`config.mk`:
```
export PLATFORM = sky130hd
export DESIGN_NAME = edge_event_scheduler_flat
export DESIGN_NICKNAME = d
export VERILOG_FILES = /design/src/rtl/edge_event_scheduler_if.sv /design/src/rtl/edge_event_scheduler.sv /design/src/flat_wrapper.sv
export SDC_FILE = /design/constraint.sdc
export NUM_CORES = 1
export LEC_CHECK = 0
export BUFFER_PORTS_ARGS = -buffer_cell sky130_fd_sc_hd__buf_2
export CORE_MARGIN = 2
export CORE_UTILIZATION = 60
export CTS_CLUSTER_DIAMETER = 200
export DETAILED_ROUTE_END_ITERATION = 10
export PLACE_DENSITY = 0.88
export SKIP_LAST_GASP = 1
export SLEW_MARGIN = 20
export SYNTH_ARGS = -nofsm -noshare
export SYNTH_HDL_FRONTEND = slang
export SYNTH_SLANG_ARGS = --single-unit
```
`constraint.sdc`:
```
create_clock -name clk -period 9.75 [get_ports clk]
set_input_delay 0.4875 -clock clk [delete_from_list [all_inputs] [get_ports clk]]
set_output_delay 0.4875 -clock clk [all_outputs]
set_load 0.01 [all_outputs]
```
`src/rtl/edge_event_scheduler_if.sv`:
```
// Event handshake between the edge scheduler and its downstream consumer.
// The scheduler drives the event register; the consumer returns ready.
interface edge_event_scheduler_if #(
  parameter int CH_W = 2
);
  logic            valid;
  logic            ready;
  logic [CH_W-1:0] ch;
  logic            fall;

  modport master (output valid, output ch, output fall, input ready);
  modport slave  (input valid, input ch, input fall, output ready);
endinterface

```
`src/rtl/edge_event_scheduler.sv`:
```
// Buffers per-channel rise/fall pulses in pending bits and serialises them onto
// one valid/ready event port through a round-robin arbiter with drop accounting.
module edge_event_scheduler #(
  parameter int NCH   = 4,
  parameter int CNT_W = 8
) (
  input  logic                    clk,
  input  logic                    rst,
  input  logic [NCH-1:0]          en_mask,
  input  logic [NCH-1:0]          rise_in,
  input  logic [NCH-1:0]          fall_in,
  input  logic                    ovf_clr,
  output logic [NCH-1:0]          ovf_flags,
  output logic [CNT_W-1:0]        drop_cnt,
  output logic                    busy,
  edge_event_scheduler_if.master  evt
);

  localparam int CH_W  = ($clog2(NCH) > 1) ? $clog2(NCH) : 1;
  // Wide enough to add up to 2*NCH (<= 32) drops without wrapping.
  localparam int SUM_W = CNT_W + 6;

  logic [NCH-1:0]   pend_r, pend_f;
  logic [CH_W-1:0]  rr_ptr;
  logic             evt_valid_q;
  logic [CH_W-1:0]  evt_ch_q;
  logic             evt_fall_q;

  logic             load;
  logic [NCH-1:0]   pend_any;
  logic             found;
  logic [CH_W-1:0]  win;
  logic [CH_W-1:0]  cand;
  int               scan_idx;
  logic [NCH-1:0]   gnt_r, gnt_f;
  logic [NCH-1:0]   drop_r, drop_f;
  logic [SUM_W-1:0] cnt_sum;
  logic [CNT_W-1:0] drop_cnt_nxt;
  logic [CH_W-1:0]  rr_next;

  assign load     = !evt_valid_q || evt.ready;
  assign pend_any = pend_r | pend_f;

  // Round-robin scan starting at rr_ptr; first channel with anything pending wins.
  always_comb begin
    // NOTE: every always_comb output gets a default first so no latch is inferred.
    found    = 1'b0;
    win      = '0;
    cand     = '0;
    scan_idx = 0;
    for (int k = 0; k < NCH; k++) begin
      scan_idx = int'(rr_ptr) + k;
      if (scan_idx >= NCH) scan_idx = scan_idx - NCH;
      cand = CH_W'(scan_idx);
      if (!found && pend_any[cand]) begin
        found = 1'b1;
        win   = cand;
      end
    end
  end

  // Rise is served before fall within the winning channel.
  always_comb begin
    gnt_r = '0;
    gnt_f = '0;
    if (load && found) begin
      if (pend_r[win]) gnt_r[win] = 1'b1;
      else             gnt_f[win] = 1'b1;
    end
  end

  // A pulse onto a bit that stays pending is lost; a grant on the same bit frees it.
  assign drop_r = en_mask & rise_in & pend_r & ~gnt_r;
  assign drop_f = en_mask & fall_in & pend_f & ~gnt_f;

  always_comb begin
    cnt_sum = SUM_W'(drop_cnt) + SUM_W'($countones(drop_r)) + SUM_W'($countones(drop_f));
    if (cnt_sum > SUM_W'({CNT_W{1'b1}})) drop_cnt_nxt = '1;
    else                                 drop_cnt_nxt = cnt_sum[CNT_W-1:0];
  end

  assign rr_next = (win == CH_W'(NCH - 1)) ? '0 : win + CH_W'(1);

  // NOTE: sequential state uses non-blocking assignments only.
  always_ff @(posedge clk) begin
    if (rst) begin
      pend_r      <= '0;
      pend_f      <= '0;
      ovf_flags   <= '0;
      drop_cnt    <= '0;
      rr_ptr      <= '0;
      evt_valid_q <= 1'b0;
      evt_ch_q    <= '0;
      evt_fall_q  <= 1'b0;
    end else begin
      // Set wins over grant; a disabled channel flushes its pending bits.
      pend_r <= en_mask & ((pend_r & ~gnt_r) | rise_in);
      pend_f <= en_mask & ((pend_f & ~gnt_f) | fall_in);

      if (ovf_clr) begin
        ovf_flags <= '0;
        drop_cnt  <= '0;
      end else begin
        ovf_flags <= ovf_flags | drop_r | drop_f;
        drop_cnt  <= drop_cnt_nxt;
      end

      if (load) begin
        evt_valid_q <= found;
        if (found) begin
          evt_ch_q   <= win;
          evt_fall_q <= !pend_r[win];
          rr_ptr     <= rr_next;
        end
      end
    end
  end

  assign evt.valid = evt_valid_q;
  assign evt.ch    = evt_ch_q;
  assign evt.fall  = evt_fall_q;
  assign busy      = (|pend_r) || (|pend_f) || evt_valid_q;

endmodule

```
`src/flat_wrapper.sv`:
```
// flat-port wrapper written by rule: the top's interface ports become plain ports
module edge_event_scheduler_flat 
#(
  parameter int NCH   = 4,
  parameter int CNT_W = 8
)
  (clk, rst, en_mask, rise_in, fall_in, ovf_clr, ovf_flags, drop_cnt, busy, evt_valid, evt_ch, evt_fall, evt_ready);
  edge_event_scheduler_if #(.CH_W((2))) evt_i ();
  input  logic clk;
  input  logic rst;
  input  logic [NCH-1:0] en_mask;
  input  logic [NCH-1:0] rise_in;
  input  logic [NCH-1:0] fall_in;
  input  logic ovf_clr;
  output logic [NCH-1:0] ovf_flags;
  output logic [CNT_W-1:0] drop_cnt;
  output logic busy;
  output wire logic [$bits(evt_i.valid)-1:0] evt_valid;
  output wire logic [$bits(evt_i.ch)-1:0] evt_ch;
  output wire logic [$bits(evt_i.fall)-1:0] evt_fall;
  input wire logic [$bits(evt_i.ready)-1:0] evt_ready;
  assign evt_valid = evt_i.valid;
  assign evt_ch = evt_i.ch;
  assign evt_fall = evt_i.fall;
  assign evt_i.ready = evt_ready;
  edge_event_scheduler #(.NCH(NCH), .CNT_W(CNT_W)) u_core (.clk(clk), .rst(rst), .en_mask(en_mask), .rise_in(rise_in), .fall_in(fall_in), .ovf_clr(ovf_clr), .ovf_flags(ovf_flags), .drop_cnt(drop_cnt), .busy(busy), .evt(evt_i));
endmodule
```
# --- Word level (Yosys, flattened, before mapping) ---
# Index checks and enable logic that the tools add are counted.
# Widths: inputs -> output; s select.
op_classes:
  n_eq_ne: 1
  reduce_logical: 17
  magnitude_cmp: 11
  div_mod_pow: 0
  n_shift: 0
  n_addsub: 16
  mul: 0
  bitwise_logic: 17
  mux: 30
ops:
  columns: ["cell", "count"]
  rows:
  - ["$add 14x14->14", 3]
  - ["$and 4x4->4", 10]
  - ["$or 4x4->4", 5]
  - ["$mux 2", 9]
  - ["$mux 4", 4]
  - ["$lt 2x3->1 const B", 5]
  - ["$add 8x14->14", 1]
  - ["$gt 14x8->1 const B", 1]
  - ["$bmux 1 s2", 5]
  - ["$mux 1", 10]
  - ["$ge 3x3->1 const B", 3]
  - ["$add 1x1->2", 4]
  - ["$mux 8", 1]
  - ["$not 4->4", 2]
  - ["$reduce_or 4->1", 2]
  - ["$sub 2x1->2 const B", 4]
  - ["$add 2x2->3 const B", 2]
  - ["$logic_and 1x1->1", 5]
  - ["$logic_not 1->1", 5]
  - ["$add 2x1->3 const B", 1]
  - ["$ge 2x3->1 const B", 1]
  - ["$logic_or 1x1->1", 3]
  - ["$add 2x1->2 const B", 1]
  - ["$demux 1 s2", 1]
  - ["other kinds (4)", 4]
totals:
  romBits: 0
  latchBits: 0
  ramBits: 0
  wordCells: 100
  in_bits: 16
  memories: 0
  out_inout_bits: 17
  reg_bits: 26

# --- Longest topological paths before layout ---
# Gate-level depths: netlist (run 1).
logic_depth:
  depth_word: 28
  ltp_mapped: 22
  depth_no_buf: 22

# --- Worst setup path after synthesis (run 1) ---
# OpenSTA, ideal clock, no wires.
synth_path:
  path_type: "register -> register"
  from: "register u_core.pend_r[1]"
  to: "register u_core.drop_cnt[6]"
  stages_incl_launch_ff: 23
  t_required_ps: 9621
  period_less_slack_ps: 4779
  slack_ps: 4971
  setup_ps: 129
  n_path_buf: 0
  t_arrival_ps: 4650
  path_cell_list: "dfxtp_1 or2_4 o211ai_2 a32oi_1 o21ai_0 inv_1 ha_1 nand2_1 nor2_1 a221o_1 nor2_1 ha_1 inv_1 fa_1 fa_1 fa_1 fa_1 nor2b_1 o21ai_0 nand2b_1 nand3_1 nor3b_1 nor3_1"
synth_between:
  elab_chain_cells: 27
synth_rtl:
  columns: ["item", "line", "text"]
  rows:
  - ["start: declaration", "edge_event_scheduler.sv:23", "logic [NCH-1:0] pend_r, pend_f;"]
  - ["start signal: assignment", "edge_event_scheduler.sv:97", "pend_r <= en_mask & ((pend_r & ~gnt_r) | rise_in);"]
  - ["$or 4x4->4 *", "edge_event_scheduler.sv:42", "assign pend_any = pend_r | pend_f;"]
  - ["$bmux 1 s2", "edge_event_scheduler.sv:55", "if (!found && pend_any[cand]) begin"]
  - ["$mux 1 (implied by the code)", "edge_event_scheduler.sv:55", null]
  - ["$mux 1", "edge_event_scheduler.sv:55", null]
  - ["$logic_not 1->1", "edge_event_scheduler.sv:55", null]
  - ["$logic_and 1x1->1", "edge_event_scheduler.sv:55", null]
  - ["$mux 1", "edge_event_scheduler.sv:55", null]
  - ["$logic_not 1->1", "edge_event_scheduler.sv:55", null]
  - ["[... 5 more ...]", null, null]
  - ["via u_core.win[0]", "edge_event_scheduler.sv:32", "logic [CH_W-1:0] win;"]
  - ["[... 6 more ...]", null, null]
  - ["$not 4->4", "edge_event_scheduler.sv:73", "assign drop_r = en_mask & rise_in & pend_r & ~gnt_r;"]
  - ["$and 4x4->4", "edge_event_scheduler.sv:73", null]
  - ["$add 1x1->2 (implied by the code)", "edge_event_scheduler.sv:77", "cnt_sum = SUM_W'(drop_cnt) + SUM_W'($countones(drop_r)) + SUM_W'($countones(drop_f));"]
  - ["$add 14x14->14 (implied by the code)", "edge_event_scheduler.sv:77", null]
  - ["$add 8x14->14", "edge_event_scheduler.sv:77", null]
  - ["$add 14x14->14 *", "edge_event_scheduler.sv:77", null]
  - ["$gt 14x8->1", "edge_event_scheduler.sv:78", "if (cnt_sum > SUM_W'({CNT_W{1'b1}})) drop_cnt_nxt = '1;"]
  - ["$mux 8 *", "edge_event_scheduler.sv:78", null]
  - ["end signal: assignment", "edge_event_scheduler.sv:105", "drop_cnt <= drop_cnt_nxt;"]
  - ["end: declaration", "edge_event_scheduler.sv:14", "output logic [CNT_W-1:0] drop_cnt,"]
# The timed path passes the listed nets; every way through them passes the cells marked *. The select of a mux whose other input is x is not followed.
# A chain may end at the register's enable or synchronous reset.

# --- Final worst setup path (run 1) ---
layout_path:
  from: "register u_core.pend_r[0]"
  to: "register u_core.drop_cnt[0]"
# Same word-level chain as after synthesis.

==> results of run 1 <==
[worst max-delay path, stage by stage, from the launching register on]
cell,delay [ns]
dfxtp_1,0.51
o21bai_1,0.16
a21o_2,0.24
nand2_1,0.33
clkinv_2,0.27
ha_1,0.30
nand2_1,0.11
nor2_1,0.06
a221o_1,0.39
nor2_1,0.16
ha_1,0.25
inv_1,0.08
fa_1,0.41
fa_1,0.49
fa_1,0.42
fa_1,0.41
nor2b_1,0.14
o21ai_0,0.09
nand2b_1,0.19
nand3_1,0.25
a21oi_1,0.22
[layout by cell type, fill, tap and decap left out, drive strengths merged, types with 6 or more instances in the layout]
cell type,instances
a21boi,7
a21oi,8
buf,32
dfxtp,26
fa,6
ha,12
inv,22
nand2,15
nor2,23
nor2b,10
o2111ai,7
o21ai,6
[how the worst min path moves through the flow]
stage | cells after the start | end | startpoint | slack [ns]
after floorplan | 2 | u_core.ovf_flags[0] | u_core.ovf_flags[0] | 0.51
after global placement | 1 | u_core.ovf_flags[3] | u_core.ovf_flags[3] | 0.46
after detailed placement | 2 | u_core.ovf_flags[1] | u_core.ovf_flags[1] | 0.46
after CTS | 2 | u_core.pend_f[3] | fall_in[3] | 0.38
after global routing | 2 | u_core.pend_f[3] | fall_in[3] | 0.38
final | 2 | u_core.pend_f[3] | fall_in[3] | 0.38
[sequential cells by signal (all words and copies together), names as in the netlist]
name,cells
u_core.pend_f,4
u_core.pend_r,4
u_core.ovf_flags,4
u_core.evt.ch,2
u_core.drop_cnt,8
u_core.rr_ptr,2
u_core.evt.valid,1
u_core.evt.fall,1
[where the power goes]
part	internal [uW]	total [uW]	switching [uW]
logic	38.3	99.7	61.4
clock network	22.9	55.6	32.7
registers	114	124	10.2
[through the flow]
stage	cells	worst slack, ns	util, %	total power (uW)
6_report	288	4.22	70.0	280
4_1_cts	288	4.24	70.0	280
3_3_place_gp	284	4.48	68.8	222
2_1_floorplan	212	4.97	-	202
3_5_place_dp	284	4.33	68.8	225
5_1_grt	288	3.79	70.0	298
[synthesized netlist by cell type (all sizes together) (3+ instances only)]
cell      n
a21boi    7
a21oi     8
a221o     3
a31oi     4
a32oi     4
and3      3
and4      3
dfxtp    26
fa        6
ha       12
inv      22
mux2i     4
nand2    15
nand3     4
nor2     23
nor2b    10
nor3      5
nor3b     3
o2111a    3
o2111ai   7
o21ai     6
o21bai    3
o31ai     3
[area by class of cell]
type,count,share of cell area [%]
Timing Repair Buffer,32,7.56
Tap cell,44,2.60
Sequential cell,26,24.6
Inverter,23,4.13
Multi-Input combinational cell,159,59.4
Clock buffer,4,1.71
[metal layers]
metal,part of all wire [%],global-route usage [%],wire length (microns),up-vias
li1,-,-,-,833
met1,45,34.8,1940,808
met4,0.78,9.52,34,0
met3,6.0,2.38,261,4
met2,49,42.9,2110,58
met5,0,0,0,-
[logic make-up after synthesis]
group	count (synthesis)
compound gates	59
flops	26
fa+ha+maj	19
simple gates	72
buf+inv	27
xor+xnor	4
mux	5
==> impl_metrics.csv, run 1 <==
group,metric,value,unit
power,ir_worst_vdd,0.0756,mV
floorplanning,die_area,3620,sq um
critical_path,critical_path_arrival,5.80,ns
layout,fillers,229,
clock_network,clock_latency,0.33,ns
routing,wl,4340,microns
synth,synthFlopType,"dfxtp_1",
critical_path,worstPathRequired,10.02,ns
layout,diodes,0,
synth,synth_top_family_by_area,"compound AO/OA/AOI/OAI gates",
clock_network,htree_levels,1,
global_routing,grt_overflow,0,
flow_run,max-cap-violations,0,
synth,synth-edff-count,0,
synth,syn_inst,212,
global_routing,grt_pass1_wl,7070,microns
global_routing,grt_use_total,25.9,%
place,place_area,2080,sq um
synth,ys_warn_count,0,
routing,wl_per_cell,15.1,microns
routing,avgViaCountPerCell,5.91,
floorplanning,dieHeight,60.2,microns
global_routing,grt_max_degree,19,
critical_path,crit_path_max_fanout,12,
clock_network,postCtsHoldBufs,0,
synth,synth_fp_nets,246,
clock_network,cts_setup_buffers,0,
routing,antenna_left,0,
floorplanning,io_pins,33,
synth,synthAdderAreaFrac,14.9,%
critical_path,worst_setup_path_start_kind,"flip-flop",
floorplanning,die_w,60.2,microns
synth,async_reset_ff_share,0,%
floorplanning,rows,20,
synth,syn_area,1890,sq um
layout,stdcell_area,2120,sq um
synth,ys_types,54,
layout,drive_gt1_share,23.8,%
global_routing,antenna_found_initial,0,
routing,drtIter0Drc,119,
synth,synth_top_cell_area_share,27.5,%
sta,rsz0062_at_grt,"false",
layout,register_area,520,sq um
sta,slew_headroom,43.2,%
sta,fmax,181,MHz
place,hpwl,3410,microns
synth,synth_simple_gate_area_share,19.9,%
clock_network,numCtsBuffers,3,
critical_path,r2r_cells,20,
sta,fin_tns_setup,0,ns
synth,synth_xor_area_share,1.85,%
critical_path,r2r_end,"u_core.drop_cnt[0]",
layout,multiInputGateArea,1260,sq um
clock_network,root_buffer,"clkbuf_4",
floorplanning,initial_utilization,62.5,%
clock_network,tritoncts,"done",
power,cellLeakagePower,0.000906,uW
synth,synth_mux_area_share,2.71,%
clock_network,cts_buffer_depth,2,
critical_path,critPathKind,"reg -> reg",
critical_path,crit_path_start,"u_core.pend_r[0]",
sta,finalHoldViolCount,0,
clock_network,clkSinkCount,26,
outcome,outcome,"complete, no violations",
sta,period_share,56.7,%
sta,fin_hold_ws,0.376,ns
synth,yosysSeqAreaShare,27.5,%
synth,synth_seq_cells,26,
min_path,worstHoldPathType,"in -> reg",
sta,setup_viol_count_final,0,
layout,area_growth,12.0,%
routing,vias,1703,
clock_network,clk_pin_slew,0.15,ns
sta,worst_slew_pin_slew,0.852,ns
synth,syn_avg_cell_area,8.92,sq um
power,p_per_area,132,nW/um^2
routing,drc_errors,0,
global_routing,grt_pass1_vias,1584,
critical_path,cp-endpoint,"u_core.drop_cnt[0]",
routing,drt_first_pass_iters,4,
clock_network,post_cts.resized_instances,0,
layout,nets,279,
critical_path,reg2reg_slack,4.22,ns
place,numPortBuffers,32,
synth,synthTopCellsByArea,"dfxtp_1, ha_1, fa_1",
place,place_congestion,0.922,
synth,synth_compound_area_share,27.2,%
sta,slew_violations,0,
critical_path,r2r-start,"u_core.pend_r[0]",
sta,fin_crit,5.53,ns
critical_path,end_kind,"flip-flop",
synth,synth_top_area_cell,"dfxtp_1",
floorplanning,core_area,3030,sq um
sta,finClkSkew,0.00932,ns
Power figures use the tool's default switching activity.
==> run 2, diff against run 1 <==
--- a/config.mk
+++ b/config.mk
@@ -5,12 +5,13 @@
 export SDC_FILE = /design/constraint.sdc
 export NUM_CORES = 1
 export LEC_CHECK = 0
+export ABC_AREA = 1
 export BUFFER_PORTS_ARGS = -buffer_cell sky130_fd_sc_hd__buf_2
 export CORE_MARGIN = 2
-export CORE_UTILIZATION = 60
+export CORE_UTILIZATION = 56
 export CTS_CLUSTER_DIAMETER = 200
 export DETAILED_ROUTE_END_ITERATION = 10
-export PLACE_DENSITY = 0.88
+export PLACE_DENSITY = 0.83
 export SKIP_LAST_GASP = 1
 export SLEW_MARGIN = 20
 export SYNTH_ARGS = -nofsm -noshare
==> constraint.sdc (replaced) <==
create_clock -name clk -period 5.5 [get_ports clk]
set_input_delay 0.275 -clock clk [delete_from_list [all_inputs] [get_ports clk]]
set_output_delay 0.275 -clock clk [all_outputs]
set_load 0.01 [all_outputs]
==> run 2 against run 1 <==
  * Worst setup slack worse by 3.8 ns
  * Utilization is 2.1 points lower
  * Cell area decreased by 0.59%
==> impl_metrics.csv, run 2 <==
group,metric,value,unit
min_path,worstHoldPathType,"in -> reg",
clock_network,root_buffer,"clkbuf_4",
global_routing,grt_max_degree,15,
routing,vias,1732,
synth,syn_inst,253,
synth,syn_avg_cell_area,7.36,sq um
critical_path,critical_path_arrival,5.39,ns
synth,synthMostInstantiatedCell,"nand2_1",
synth,synth-edff-count,0,
critical_path,worst_setup_path_start_kind,"flip-flop",
floorplanning,die_area,3800,sq um
global_routing,antenna_found_initial,0,
synth,synth_fp_nets,287,
critical_path,worstPathRequired,5.80,ns
routing,wl_per_cell,11.8,microns
sta,slew_headroom,77.0,%
critical_path,cp_common_cell,"nand2_1",
sta,fin_tns_setup,0,ns
layout,area_growth,13.1,%
place,numPortBuffers,32,
floorplanning,initial_utilization,60.0,%
critical_path,critPathSlowestCell,"fa_1",
clock_network,clk_pin_slew,0.15,ns
routing,wl,3900,microns
synth,synth_seq_cells,26,
routing,drc_errors,0,
layout,fillers,300,
sta,finalHoldViolCount,0,
sta,slew_violations,0,
synth,synthFlopType,"dfxtp_1",
critical_path,crit_path_max_fanout,6,
critical_path,worst-path-buf-inv,5,
synth,synth_top_cell_area_share,28.0,%
clock_network,htree_levels,1,
place,hpwl,3110,microns
floorplanning,io_pins,33,
sta,period_share,92.6,%
layout,top_register,"u_core.drop_cnt",
floorplanning,rows,20,
power,p_per_area,449,nW/um^2
critical_path,crit_family,"adder cells",
clock_network,tritoncts,"done",
clock_network,clkSinkCount,26,
synth,async_reset_ff_share,0,%
layout,nets,323,
routing,antenna_left,0,
flow_run,max-cap-violations,0,
sta,rsz0062_at_grt,"false",
global_routing,grt_overflow,0,
global_routing,grt_use_total,23.1,%
floorplanning,core_area,3100,sq um
outcome,outcome,"complete, no violations",
layout,final_common_cell,"nand2_1",
clock_network,cts_setup_buffers,0,
synth,synthTopCellsByArea,"dfxtp_1, nand2_1, ha_1",
routing,drtIter0Drc,138,
synth,ys_warn_count,0,
floorplanning,die_w,61.7,microns
power,ir_worst_vdd,0.299,mV
clock_network,numCtsBuffers,3,
power,cellLeakagePower,0.00111,uW
critical_path,critPathKind,"reg -> reg",
synth,synth_top_area_cell,"dfxtp_1",
layout,mostFrequentLayoutCells,"nand2_1, inv_1, buf_2, a21oi_1, dfxtp_1",
sta,fin_crit,5.09,ns
routing,drt_first_pass_iters,4,
place,dp.cells,328,
synth,synth.cells.most_frequent,"nand2_1, inv_1, a21oi_1",
clock_network,clock_latency,0.33,ns
layout,final_cells,332,
floorplanning,dieHeight,61.7,microns
sta,worst_slew_pin_slew,0.341,ns
synth,ys_types,30,
layout,diodes,0,
synth,yosysSeqAreaShare,28.0,%
global_routing,grt_pass1_wl,6590,microns
sta,finClkSkew,0.00528,ns
clock_network,cts_buffer_depth,2,
layout,stdcell_area,2110,sq um
place,place_congestion,0.887,
critical_path,cpPeakStageDelay,0.48,ns
sta,fmax,196,MHz
routing,avgViaCountPerCell,5.22,
synth,syn_area,1860,sq um
global_routing,grt_pass1_vias,1514,
clock_network,postCtsHoldBufs,0,
place,place_area,2070,sq um
sta,fin_hold_ws,0.148,ns
critical_path,end_kind,"flip-flop",
layout,largest_register_ffs,8,
sta,setup_viol_count_final,0,
layout,drive_gt1_share,25.3,%
-- run 2: changes by cell type in the layout (fill, tap and decap cells not counted), moves of 9 or more --
cell / delta
nand3_1: +9
a21oi_1: +22
inv_1: +16
nand2_1: +32
nand2_2: +12
nor2b_1: -10
-- run 2: path summary, 6_finish.rpt --
kind	from	end	slack, ns	cells past startpoint
setup reg to reg	u_core.pend_f[3]	u_core.drop_cnt[5]	0.41	28
setup / recovery	u_core.pend_f[3]	u_core.drop_cnt[5]	0.41	28
hold reg to reg	u_core.evt.ch[0]	u_core.evt.ch[0]	0.48	2
hold / removal	fall_in[2]	u_core.pend_f[2]	0.15	3
-- run 2: area by class of cell --
type	instances	area [sq um]	share of cell area, %
multi-input combinational	183	1160	55.1
sequential	26	522	24.8
timing repair buffer	33	168	7.96
inverter	42	165	7.84
tap	44	55.1	2.61
clock buffer	4	36.3	1.72
-- run 2: worst register-to-register path: cells and delay by family, from the launching register on --
kind	cells	cell delay (ns)
fa+ha+maj	6	2.24
flops	1	0.36
simple gates	16	1.90
compound gates	1	0.29
buf+inv	5	0.32
-- run 2: stage by stage --
step	utilization [%]	worst slack, ns	power (uW)
global route	67.9	0.0360	1030
detailed placement	66.7	0.414	833
global placement	66.7	0.553	828
floorplan	-	0.937	740
CTS	67.8	0.335	942
finish	67.9	0.406	944
-- run 2: cell families (layout without fill, tap and decap cells) --
group | Yosys count | in the layout | share of synthesized area (%)
AOI/OAI and AO/OA | 38 | 38 | 10.6
xor gates and xnor gates | 3 | 3 | 1.41
adders and majority gates | 18 | 18 | 14.5
buffers and inverters | 44 | 79 | 9.74
DFF | 26 | 26 | 28.0
and+or+nand+nor | 124 | 124 | 35.8
-- run 2: where the power goes --
| part | switching (uW) | internal, uW | total, uW |
|---|---|---|---|
| combinational | 394 | 209 | 603 |
| clock | 60.2 | 40.6 | 101 |
| sequential | 29.2 | 212 | 241 |
| total | 483 | 461 | 944 |
-- run 2: metal layers --
layer / part of all wire, % / GRT usage [%]
met3: 5.7 / 3.15
met5: 0 / 0
met4: 0.82 / 4.56
met1: 49 / 35.2
met2: 45 / 34.9
-- run 2: repair_timing --
item                                    4_1_cts  5_1_grt
gates resized for setup                       0        1
endpoints found under the setup margin        0        4
endpoints found under the hold margin         0        0
==> run 3, diff against run 2 <==
--- a/config.mk
+++ b/config.mk
@@ -7,11 +7,12 @@
 export LEC_CHECK = 0
 export ABC_AREA = 1
 export BUFFER_PORTS_ARGS = -buffer_cell sky130_fd_sc_hd__buf_2
-export CORE_MARGIN = 2
+export CORE_MARGIN = 4
 export CORE_UTILIZATION = 56
 export CTS_CLUSTER_DIAMETER = 200
 export DETAILED_ROUTE_END_ITERATION = 10
-export PLACE_DENSITY = 0.83
+export PLACE_DENSITY = 0.8
+export REMOVE_ABC_BUFFERS = 1
 export SKIP_LAST_GASP = 1
 export SLEW_MARGIN = 20
 export SYNTH_ARGS = -nofsm -noshare
==> run 3 against run 2 <==
  * Clock skew increased by 0.0040 ns
  * Final cell count unchanged
  * Via count increased by 1.8%
==> impl_metrics.csv, run 3 (synthesis results as in run 2) <==
group,metric,value,unit
routing,vias,1764,
sta,slew_headroom,78.2,%
place,numPortBuffers,32,
layout,drive_gt1_share,25.3,%
clock_network,clk_pin_slew,0.15,ns
layout,multiInputGateArea,1160,sq um
outcome,outcome,"complete, no violations",
global_routing,antenna_found_initial,0,
floorplanning,io_pins,33,
critical_path,cpPeakStageDelay,0.48,ns
sta,finalHoldViolCount,0,
power,ir_worst_vdd,0.303,mV
clock_network,numCtsBuffers,3,
critical_path,end_kind,"flip-flop",
layout,nets,323,
layout,final_common_cell,"nand2_1",
layout,register_area,522,sq um
min_path,hold_end,"u_core.pend_f[2]",
critical_path,critical_path_arrival,5.34,ns
floorplanning,rows,20,
power,cellLeakagePower,0.00110,uW
critical_path,worstPathRequired,5.79,ns
layout,stdcell_area,2110,sq um
min_path,hp-start,"fall_in[2]",
global_routing,grt_overflow,0,
floorplanning,initial_utilization,59.5,%
critical_path,r2r_end,"u_core.drop_cnt[5]",
critical_path,r2r-start,"u_core.pend_r[0]",
clock_network,cts_buffer_depth,2,
routing,wl_per_cell,12.7,microns
floorplanning,dieHeight,65.7,microns
sta,finClkSkew,0.00926,ns
clock_network,htree_levels,1,
critical_path,reg2reg_slack,0.44,ns
routing,drtIter0Drc,110,
clock_network,clock_latency,0.33,ns
routing,drc_errors,0,
critical_path,critPathKind,"reg -> reg",
sta,fin_crit,5.06,ns
layout,final_cells,332,
power,p_per_area,452,nW/um^2
floorplanning,die_w,65.7,microns
place,dp.cells,328,
flow_run,max-cap-violations,0,
routing,wl,4230,microns
layout,finish.utilization,67.3,%
layout,top_register,"u_core.drop_cnt",
place,place_congestion,0.864,
floorplanning,die_area,4310,sq um
critical_path,crit_path_max_fanout,6,
routing,avgViaCountPerCell,5.31,
clock_network,tritoncts,"done",
sta,fin_tns_setup,0,ns
floorplanning,core_area,3130,sq um
sta,fmax,198,MHz
layout,diodes,0,
layout,largest_register_ffs,8,
place,hpwl,3470,microns
routing,antenna_left,0,
routing,drt_first_pass_iters,4,
clock_network,cts_setup_buffers,0,
sta,period_share,91.9,%
global_routing,grt_use_total,21.6,%
layout,mostFrequentLayoutCells,"nand2_1, inv_1, buf_2, a21oi_1, dfxtp_1",
layout,area_growth,13.1,%
critical_path,cp_common_cell,"nand2_1",
place,place_area,2070,sq um
min_path,holdPathStages,3,
layout,fillers,274,
critical_path,r2r_cells,28,
global_routing,grt_max_degree,15,
clock_network,root_buffer,"clkbuf_4",
sta,rsz0062_at_grt,"false",
global_routing,grt_pass1_vias,1646,
sta,setup_viol_count_final,0,
critical_path,worst_setup_path_start_kind,"flip-flop",
sta,slew_violations,0,
sta,worst_slew_pin_slew,0.324,ns
critical_path,critPathSlowestCell,"fa_1",
global_routing,grt_pass1_wl,7300,microns
clock_network,clkSinkCount,26,
min_path,worstHoldPathType,"in -> reg",
[run 3: worst max-delay path by stage]
stage	slack [ns]	from	end	cells past startpoint
4_1_cts	0.30	u_core.rr_ptr[0]	u_core.drop_cnt[5]	27
3_3_place_gp	0.54	u_core.rr_ptr[0]	u_core.drop_cnt[5]	27
5_1_grt	0.1	u_core.pend_r[0]	u_core.drop_cnt[5]	28
2_1_floorplan	0.81	u_core.rr_ptr[0]	u_core.drop_cnt[5]	29
6_report	0.44	u_core.pend_r[0]	u_core.drop_cnt[5]	28
3_5_place_dp	0.36	u_core.rr_ptr[0]	u_core.drop_cnt[5]	27
[run 3: repair_timing]
action	CTS	global route
hold endpoints to repair	0	0
hold buffers	0	0
gates resized for setup	0	2
setup endpoints to repair	0	6
[run 3: cell type report]
type	instances	share of cell area, %
Tap cell	44	2.61
Timing Repair Buffer	33	7.96
Multi-Input combinational cell	183	55.1
Sequential cell	26	24.8
Inverter	42	7.84
Clock buffer	4	1.72
[run 3: power by group]
group	internal, uW	total [uW]	switching, uW
registers	212	240	28.7
clock network	40.6	99.8	59.2
logic	210	612	401
[run 3: layer usage]
layer | track usage (%) | share of wire, % | vias to the layer above
met2 | 32.3 | 43 | 69
met4 | 6.48 | 1.8 | 0
li1 | - | - | 884
met3 | 4.44 | 7.3 | 11
met1 | 31.1 | 48 | 800
met5 | 0 | 0 | -
[run 3: metrics by stage]
step | setup slack [ns] | power, uW | hold WS, ns
2_1_floorplan | 0.811 | 730 | 0.344
4_1_cts | 0.302 | 951 | 0.148
3_3_place_gp | 0.540 | 835 | 0.455
6_report | 0.443 | 952 | 0.149
5_1_grt | 0.0969 | 1040 | 0.166
3_5_place_dp | 0.356 | 850 | 0.467
[run 3: worst max-delay path, delay by kind of cell, from the launching register on]
kind	cells	cell delay, ns
fa+ha+maj	6	2.21
buf+inv	5	0.33
flops	1	0.39
compound gates	1	0.21
simple gates	16	1.85
